**config.mk**
```make
export PLATFORM = sky130hd
export DESIGN_NAME = serial_word_rx
export DESIGN_NICKNAME = d
export VERILOG_FILES = /design/src/rtl/serial_pkg.sv /design/src/rtl/rx_out_buf.sv /design/src/rtl/serial_word_rx.sv
export SDC_FILE = /design/constraint.sdc
export NUM_CORES = 1
export LEC_CHECK = 0
export CAP_MARGIN = 40
export CORE_ASPECT_RATIO = 0.8
export CORE_UTILIZATION = 48
export DETAILED_ROUTE_END_ITERATION = 16
export GPL_TIMING_DRIVEN = 0
export PLACE_DENSITY_LB_ADDON = 0.25
export SLEW_MARGIN = 20
export SYNTH_ARGS = -nofsm -noshare
export SYNTH_HDL_FRONTEND = slang
export SYNTH_SLANG_ARGS = --single-unit
```
**constraint.sdc**
```tcl
create_clock -name clk -period 2.2 [get_ports clk]
set_input_delay 0.44 -clock clk [delete_from_list [all_inputs] [get_ports clk]]
set_output_delay 0.44 -clock clk [all_outputs]
set_load 0.02 [all_outputs]
```
**src/rtl/serial_pkg.sv**
```systemverilog
// Shared constants for the serial word link (receiver today, transmitter later).
//
// Contents:
//   rx_state_e           - receiver/transmitter frame FSM encoding
//   START_LVL, STOP_LVL  - line levels of the framing bits
//   IDLE_LVL             - level the line rests at between frames
//   frame_strobes()      - strobes per minimum-length frame for a given word width
package serial_pkg;

  typedef enum logic [1:0] {
    ST_IDLE = 2'd0,
    ST_DATA = 2'd1,
    ST_STOP = 2'd2
  } rx_state_e;

  localparam logic START_LVL = 1'b0;
  localparam logic STOP_LVL  = 1'b1;
  localparam logic IDLE_LVL  = 1'b1;

  // Start bit + data bits + stop bit.
  function automatic int unsigned frame_strobes(input int unsigned data_w);
    return data_w + 2;
  endfunction

endpackage

```
**src/rtl/rx_out_buf.sv**
```systemverilog
// Single-entry valid/ready output register for the serial receiver.
//
// Ports:
//   clk, rst_n   - clock, asynchronous active-low reset
//   load         - write data_in into the buffer (honoured only when can_load=1)
//   data_in      - word to store
//   can_load     - buffer is empty or is being drained on this edge
//   dout         - stored word, valid while dout_valid=1
//   dout_valid   - buffer holds a word
//   dout_ready   - consumer takes the word on an edge with dout_valid=1
module rx_out_buf
  import serial_pkg::*;
#(
  parameter int unsigned DATA_W = 8
) (
  input  logic              clk,
  input  logic              rst_n,
  input  logic              load,
  input  logic [DATA_W-1:0] data_in,
  output logic              can_load,
  output logic [DATA_W-1:0] dout,
  output logic              dout_valid,
  input  logic              dout_ready
);

  logic              valid_q, valid_d;
  logic [DATA_W-1:0] data_q, data_d;
  logic              xfer;

  assign xfer     = valid_q & dout_ready;
  // A full buffer can still take a word when it is emptied on the same edge.
  assign can_load = ~valid_q | dout_ready;

  always_comb begin
    valid_d = valid_q;
    data_d  = data_q;
    if (load && can_load) begin
      valid_d = 1'b1;
      data_d  = data_in;
    end else if (xfer) begin
      valid_d = 1'b0;
    end
  end

  always_ff @(posedge clk or negedge rst_n) begin
    if (!rst_n) begin
      valid_q <= 1'b0;
      data_q  <= '0;
    end else begin
      valid_q <= valid_d;
      data_q  <= data_d;
    end
  end

  assign dout       = data_q;
  assign dout_valid = valid_q;

endmodule

```
**src/rtl/serial_word_rx.sv**
```systemverilog
// Serial word receiver: detects a start bit, shifts in DATA_W data bits on
// bit_en strobes, checks the stop bit and hands the word to a one-entry
// valid/ready buffer.
//
// Parameters:
//   DATA_W     - data bits per frame (2..16)
//   LSB_FIRST  - 1: first data bit lands in dout[0]; 0: in dout[DATA_W-1]
//
// Ports:
//   clk, rst_n  - clock, asynchronous active-low reset
//   bit_en      - bit strobe; din is sampled only when high
//   din         - serial line (idle 1, start 0, stop 1)
//   dout        - received word, valid while dout_valid=1
//   dout_valid  - output buffer holds a word
//   dout_ready  - consumer accepts the word
//   frame_err   - one-cycle pulse: stop bit sampled 0, word discarded
//   overrun     - one-cycle pulse: good word dropped because the buffer was full
module serial_word_rx
  import serial_pkg::*;
#(
  parameter int unsigned DATA_W    = 8,
  parameter bit          LSB_FIRST = 1'b1
) (
  input  logic              clk,
  input  logic              rst_n,
  input  logic              bit_en,
  input  logic              din,
  output logic [DATA_W-1:0] dout,
  output logic              dout_valid,
  input  logic              dout_ready,
  output logic              frame_err,
  output logic              overrun
);

  localparam int unsigned CNT_W = $clog2(DATA_W);
  localparam logic [CNT_W-1:0] LAST_BIT = CNT_W'(DATA_W - 1);

  rx_state_e         state_q, state_d;
  logic [CNT_W-1:0]  cnt_q, cnt_d;
  logic [DATA_W-1:0] shift_q, shift_d;
  logic              frame_err_q, frame_err_d;
  logic              overrun_q, overrun_d;
  logic              load;
  logic              can_load;

  // Next-state logic. Nothing moves on edges without a strobe.
  always_comb begin
    state_d     = state_q;
    cnt_d       = cnt_q;
    shift_d     = shift_q;
    frame_err_d = 1'b0;
    overrun_d   = 1'b0;
    load        = 1'b0;

    if (bit_en) begin
      unique case (state_q)
        ST_IDLE: begin
          if (din == START_LVL) begin
            state_d = ST_DATA;
            cnt_d   = '0;
          end
        end

        ST_DATA: begin
          // Shifting right from the top leaves the first bit in [0] after DATA_W shifts.
          if (LSB_FIRST) begin
            shift_d = {din, shift_q[DATA_W-1:1]};
          end else begin
            shift_d = {shift_q[DATA_W-2:0], din};
          end
          cnt_d = cnt_q + 1'b1;
          if (cnt_q == LAST_BIT) begin
            state_d = ST_STOP;
          end
        end

        ST_STOP: begin
          // The FSM never waits for the consumer; a full buffer drops the word.
          state_d = ST_IDLE;
          if (din == STOP_LVL) begin
            if (can_load) begin
              load = 1'b1;
            end else begin
              overrun_d = 1'b1;
            end
          end else begin
            frame_err_d = 1'b1;
          end
        end

        default: begin
          state_d = ST_IDLE;
        end
      endcase
    end
  end

  always_ff @(posedge clk or negedge rst_n) begin
    if (!rst_n) begin
      state_q     <= ST_IDLE;
      cnt_q       <= '0;
      shift_q     <= '0;
      frame_err_q <= 1'b0;
      overrun_q   <= 1'b0;
    end else begin
      state_q     <= state_d;
      cnt_q       <= cnt_d;
      shift_q     <= shift_d;
      frame_err_q <= frame_err_d;
      overrun_q   <= overrun_d;
    end
  end

  rx_out_buf #(
    .DATA_W (DATA_W)
  ) u_out_buf (
    .clk        (clk),
    .rst_n      (rst_n),
    .load       (load),
    .data_in    (shift_q),
    .can_load   (can_load),
    .dout       (dout),
    .dout_valid (dout_valid),
    .dout_ready (dout_ready)
  );

  assign frame_err = frame_err_q;
  assign overrun   = overrun_q;

  // The two error pulses come from mutually exclusive branches of the stop-bit decision.
  a_pulses_exclusive : assert property (@(posedge clk) disable iff (!rst_n)
    !(frame_err && overrun));

  // A held word must not change until it is taken.
  a_dout_stable : assert property (@(posedge clk) disable iff (!rst_n)
    (dout_valid && !dout_ready) |=> $stable(dout));

endmodule

```
==> results.json <==
{
  "outcome": "finished, final reports clean",
  "final_cell_area_um2": 1227,
  "ctsRootBufferMaster": "sky130_fd_sc_hd__clkbuf_4",
  "timing.hold.worst.class": "input pin to asynchronous set/reset pin",
  "drt_pass1_iterations": 4,
  "grt_first_pass_wirelength_mm": 2.601,
  "grt_pass1_vias": 533,
  "dr.first_iter.drc_count": 11,
  "cp.required_ps": 1760,
  "yosys.cell_count.top_type": "sky130_fd_sc_hd__dfrtp_1",
  "post-route-period-util": 0.7919,
  "hold_fix_buffers_at_cts": 0,
  "detail_route.wirelength_mm": 1.556,
  "antenna_found_initial": 0,
  "max_freq_ghz": 0.5740,
  "fp-row-count": 14,
  "worst_pin_slew_ps": 501.5,
  "vdd_ir_drop_max_mv": 0.9043,
  "wl_per_cell_um": 14.82,
  "viasPerCell": 5.057,
  "r2r_end": "u_out_buf.dout[3]",
  "utilization": 0.6370,
  "synth-async-reset-ratio": 1.000,
  "critical_path.endpoint_type": "output pin",
  "timing.critical_path.arrival_ps": 1300,
  "synth_top_area_share": 0.5948,
  "critical-path-slowest-cell": "sky130_fd_sc_hd__clkdlybuf4s50_1",
  "tritoncts": "done",
  "register_bit_total_from_synthesis": 24,
  "slew-limit-headroom": 0.6646,
  "drc": 0,
  "setup_viol": 0,
  "cts_inserted_buffers": 3,
  "nNetsFinal": 90,
  "finalCriticalPeriod_ps": 1742,
  "diodes": 0,
  "syn_inst": 62,
  "ys.warnings.count": 0,
  "yosys.area.top_type": "sky130_fd_sc_hd__dfrtp_1",
  "cp-start-kind": "flip-flop",
  "clock_sinks": 24,
  "clock_path_buffers": 2,
  "top_fanout_value_on_the_critical_path": 2,
  "dp_slack_ps": 272.7,
  "detailed_place.area_um2": 1205,
  "layout-area-overhead-vs-synth_pct": 21.56,
  "setup.worst_path.start": "u_out_buf.dout[0]",
  "dominantRegCellSynth": "sky130_fd_sc_hd__dfrtp_1",
  "p_leak_uw": 0.0005832,
  "critical_path.cell_chain": "clkdlybuf4s50_1",
  "post-dp-hpwl_mm": 1.090,
  "worstSetupPathType": "flip-flop to output pin",
  "setup-tns-final_ps": 0,
  "pin_count": 16,
  "initial_core_util": 0.5240,
  "unrepaired_setup_endpoints_after_global_routing": "false",
  "port_buffers": 15,
  "globalRouteOverflowTotal": 0,
  "r2r.worst_path.cells": 4,
  "insertion_delay_ps": 310,
  "powerDensity_nw_per_um2": 1061,
  "final.setup.worst_slack_ps": 457.8,
  "timing.final.max_slew_violations": 0,
  "detail-route-antenna-nets": 0,
  "synth_commonest_cells": "sky130_fd_sc_hd__dfrtp_1, sky130_fd_sc_hd__mux2_4, sky130_fd_sc_hd__a22o_1, sky130_fd_sc_hd__mux2_2",
  "die_height_um": 43.02,
  "grt_start_max_net_pins": 15,
  "reg2reg_from": "state_q[0]",
  "synth.yosys.seq_area_share": 0.5948,
  "drv_cap": 0,
  "cell_variety_after_synth": 17,
  "worst-path-buf-inv": 1,
  "postCtsResizedCells": 0,
  "critPathMaxStageDelay_ps": 610,
  "synth.cell_area_um2": 1010,
  "clk_pin_slew_worst_paths_ps": 120,
  "postCtsSetupBuffers": 0,
  "post_synth_main_area_contributors": "sky130_fd_sc_hd__dfrtp_1, sky130_fd_sc_hd__mux2_4, sky130_fd_sc_hd__mux2_2",
  "grt_use_total": 0.1653,
  "drive_above_1_share": 0.3210,
  "placeableCoreArea_um2": 1927,
  "timing.critical_path.max_delay_family": "buffers and inverters",
  "worst_hold_slack_ps": 453.5,
  "globalplace.congestion": 0.6917,
  "post_synthesis_mean_instance_area_um2": 16.29,
  "detailroute.via_count": 531,
  "synth_enable_flop_cells": 0,
  "final_hold_viol_count": 0,
  "floorplan.die.width_um": 53.28,
  "syn_nets": 69,
  "clock-skew-final_ps": 4.877,
  "design.die.area_um2": 2292,
  "ctsHtreeMaxLevel": 1,
  "rrSetupSlack_ps": 770
}
## stage by stage
stage                     instances  power (µW)
after floorplan                  62       986.1
after global placement          101        1103
after detailed placement        102        1130
after CTS                       105        1314
after global routing            105        1383
final                           105        1302
## per-layer routing
metal	share of wire	up-vias	wire length [µm]	track usage
li1	-	256	-	-
met1	0.51	260	794	0.2418
met2	0.43	15	673	0.2250
met3	0.057	0	89	0.07527
met4	0	0	0	0.03158
met5	0	-	0	0
## cells in the final DEF (no fill, tap or decap)
master	count
sky130_fd_sc_hd__nand2_1	2
sky130_fd_sc_hd__nand4b_2	1
sky130_fd_sc_hd__nor2b_1	1
sky130_fd_sc_hd__o21ai_0	2
sky130_fd_sc_hd__dfrtp_1	24
sky130_fd_sc_hd__clkdlybuf4s50_1	15
sky130_fd_sc_hd__ha_1	2
sky130_fd_sc_hd__mux2_2	3
sky130_fd_sc_hd__nor2b_2	1
sky130_fd_sc_hd__mux2_4	14
sky130_fd_sc_hd__buf_6	2
sky130_fd_sc_hd__nor2_1	1
sky130_fd_sc_hd__o41ai_1	1
sky130_fd_sc_hd__buf_8	1
sky130_fd_sc_hd__nand2b_1	1
sky130_fd_sc_hd__nor4b_1	1
sky130_fd_sc_hd__inv_1	2
sky130_fd_sc_hd__a22o_1	3
sky130_fd_sc_hd__clkbuf_4	3
sky130_fd_sc_hd__and2_4	1
## cell type report
cell class / count / area (µm²)
Timing Repair Buffer: 16 / 165.2
Inverter: 2 / 7.507
Fill cell: 150 / 699.4
Clock buffer: 3 / 22.52
Sequential cell: 24 / 600.6
Buffer: 2 / 22.52
Multi-Input combinational cell: 34 / 379.1
Tap cell: 24 / 30.03
## worst max path at each step
stage                             end  slack (ps)  cells past startpoint
global placement    u_out_buf.dout[6]         280                      5
floorplan           u_out_buf.dout[0]         880                      4
detailed placement  u_out_buf.dout[4]         270                      5
CTS                           dout[0]         440                      1
global route                  dout[0]         400                      1
finish                        dout[0]         460                      1
## worst register-to-register path, stage by stage (launching register included)
cell                       delay, ps
sky130_fd_sc_hd__dfrtp_1         450
sky130_fd_sc_hd__nand4b_2        250
sky130_fd_sc_hd__nor2b_2         140
sky130_fd_sc_hd__buf_6           170
sky130_fd_sc_hd__mux2_4          310
## kinds of logic (layout without fill, tap and decap cells)
| group | after synthesis | count (layout) | share of synthesized area |
|---|---|---|---|
| flops | 24 | 24 | 0.5948 |
| compound gates | 6 | 6 | 0.04462 |
| buf+inv | 4 | 23 | 0.02974 |
| simple gates | 9 | 9 | 0.06444 |
| mux | 17 | 17 | 0.2416 |
| fa+ha+maj | 2 | 2 | 0.02478 |
## sequential cells by signal (all words and copies together) (netlist names)
signal / count
state_q: 2
frame_err: 1
cnt_q: 3
shift_q: 8
u_out_buf.dout_valid: 1
u_out_buf.dout: 8
overrun: 1
## power breakdown
group	total, µW	leakage [µW]	internal [µW]	switching (µW)
Sequential	689	0.000309	581	108
Combinational	431	0.000260	281	150
Clock	182	0.0000138	63.9	118
Note: power is estimated with default switching activity, not from simulation.
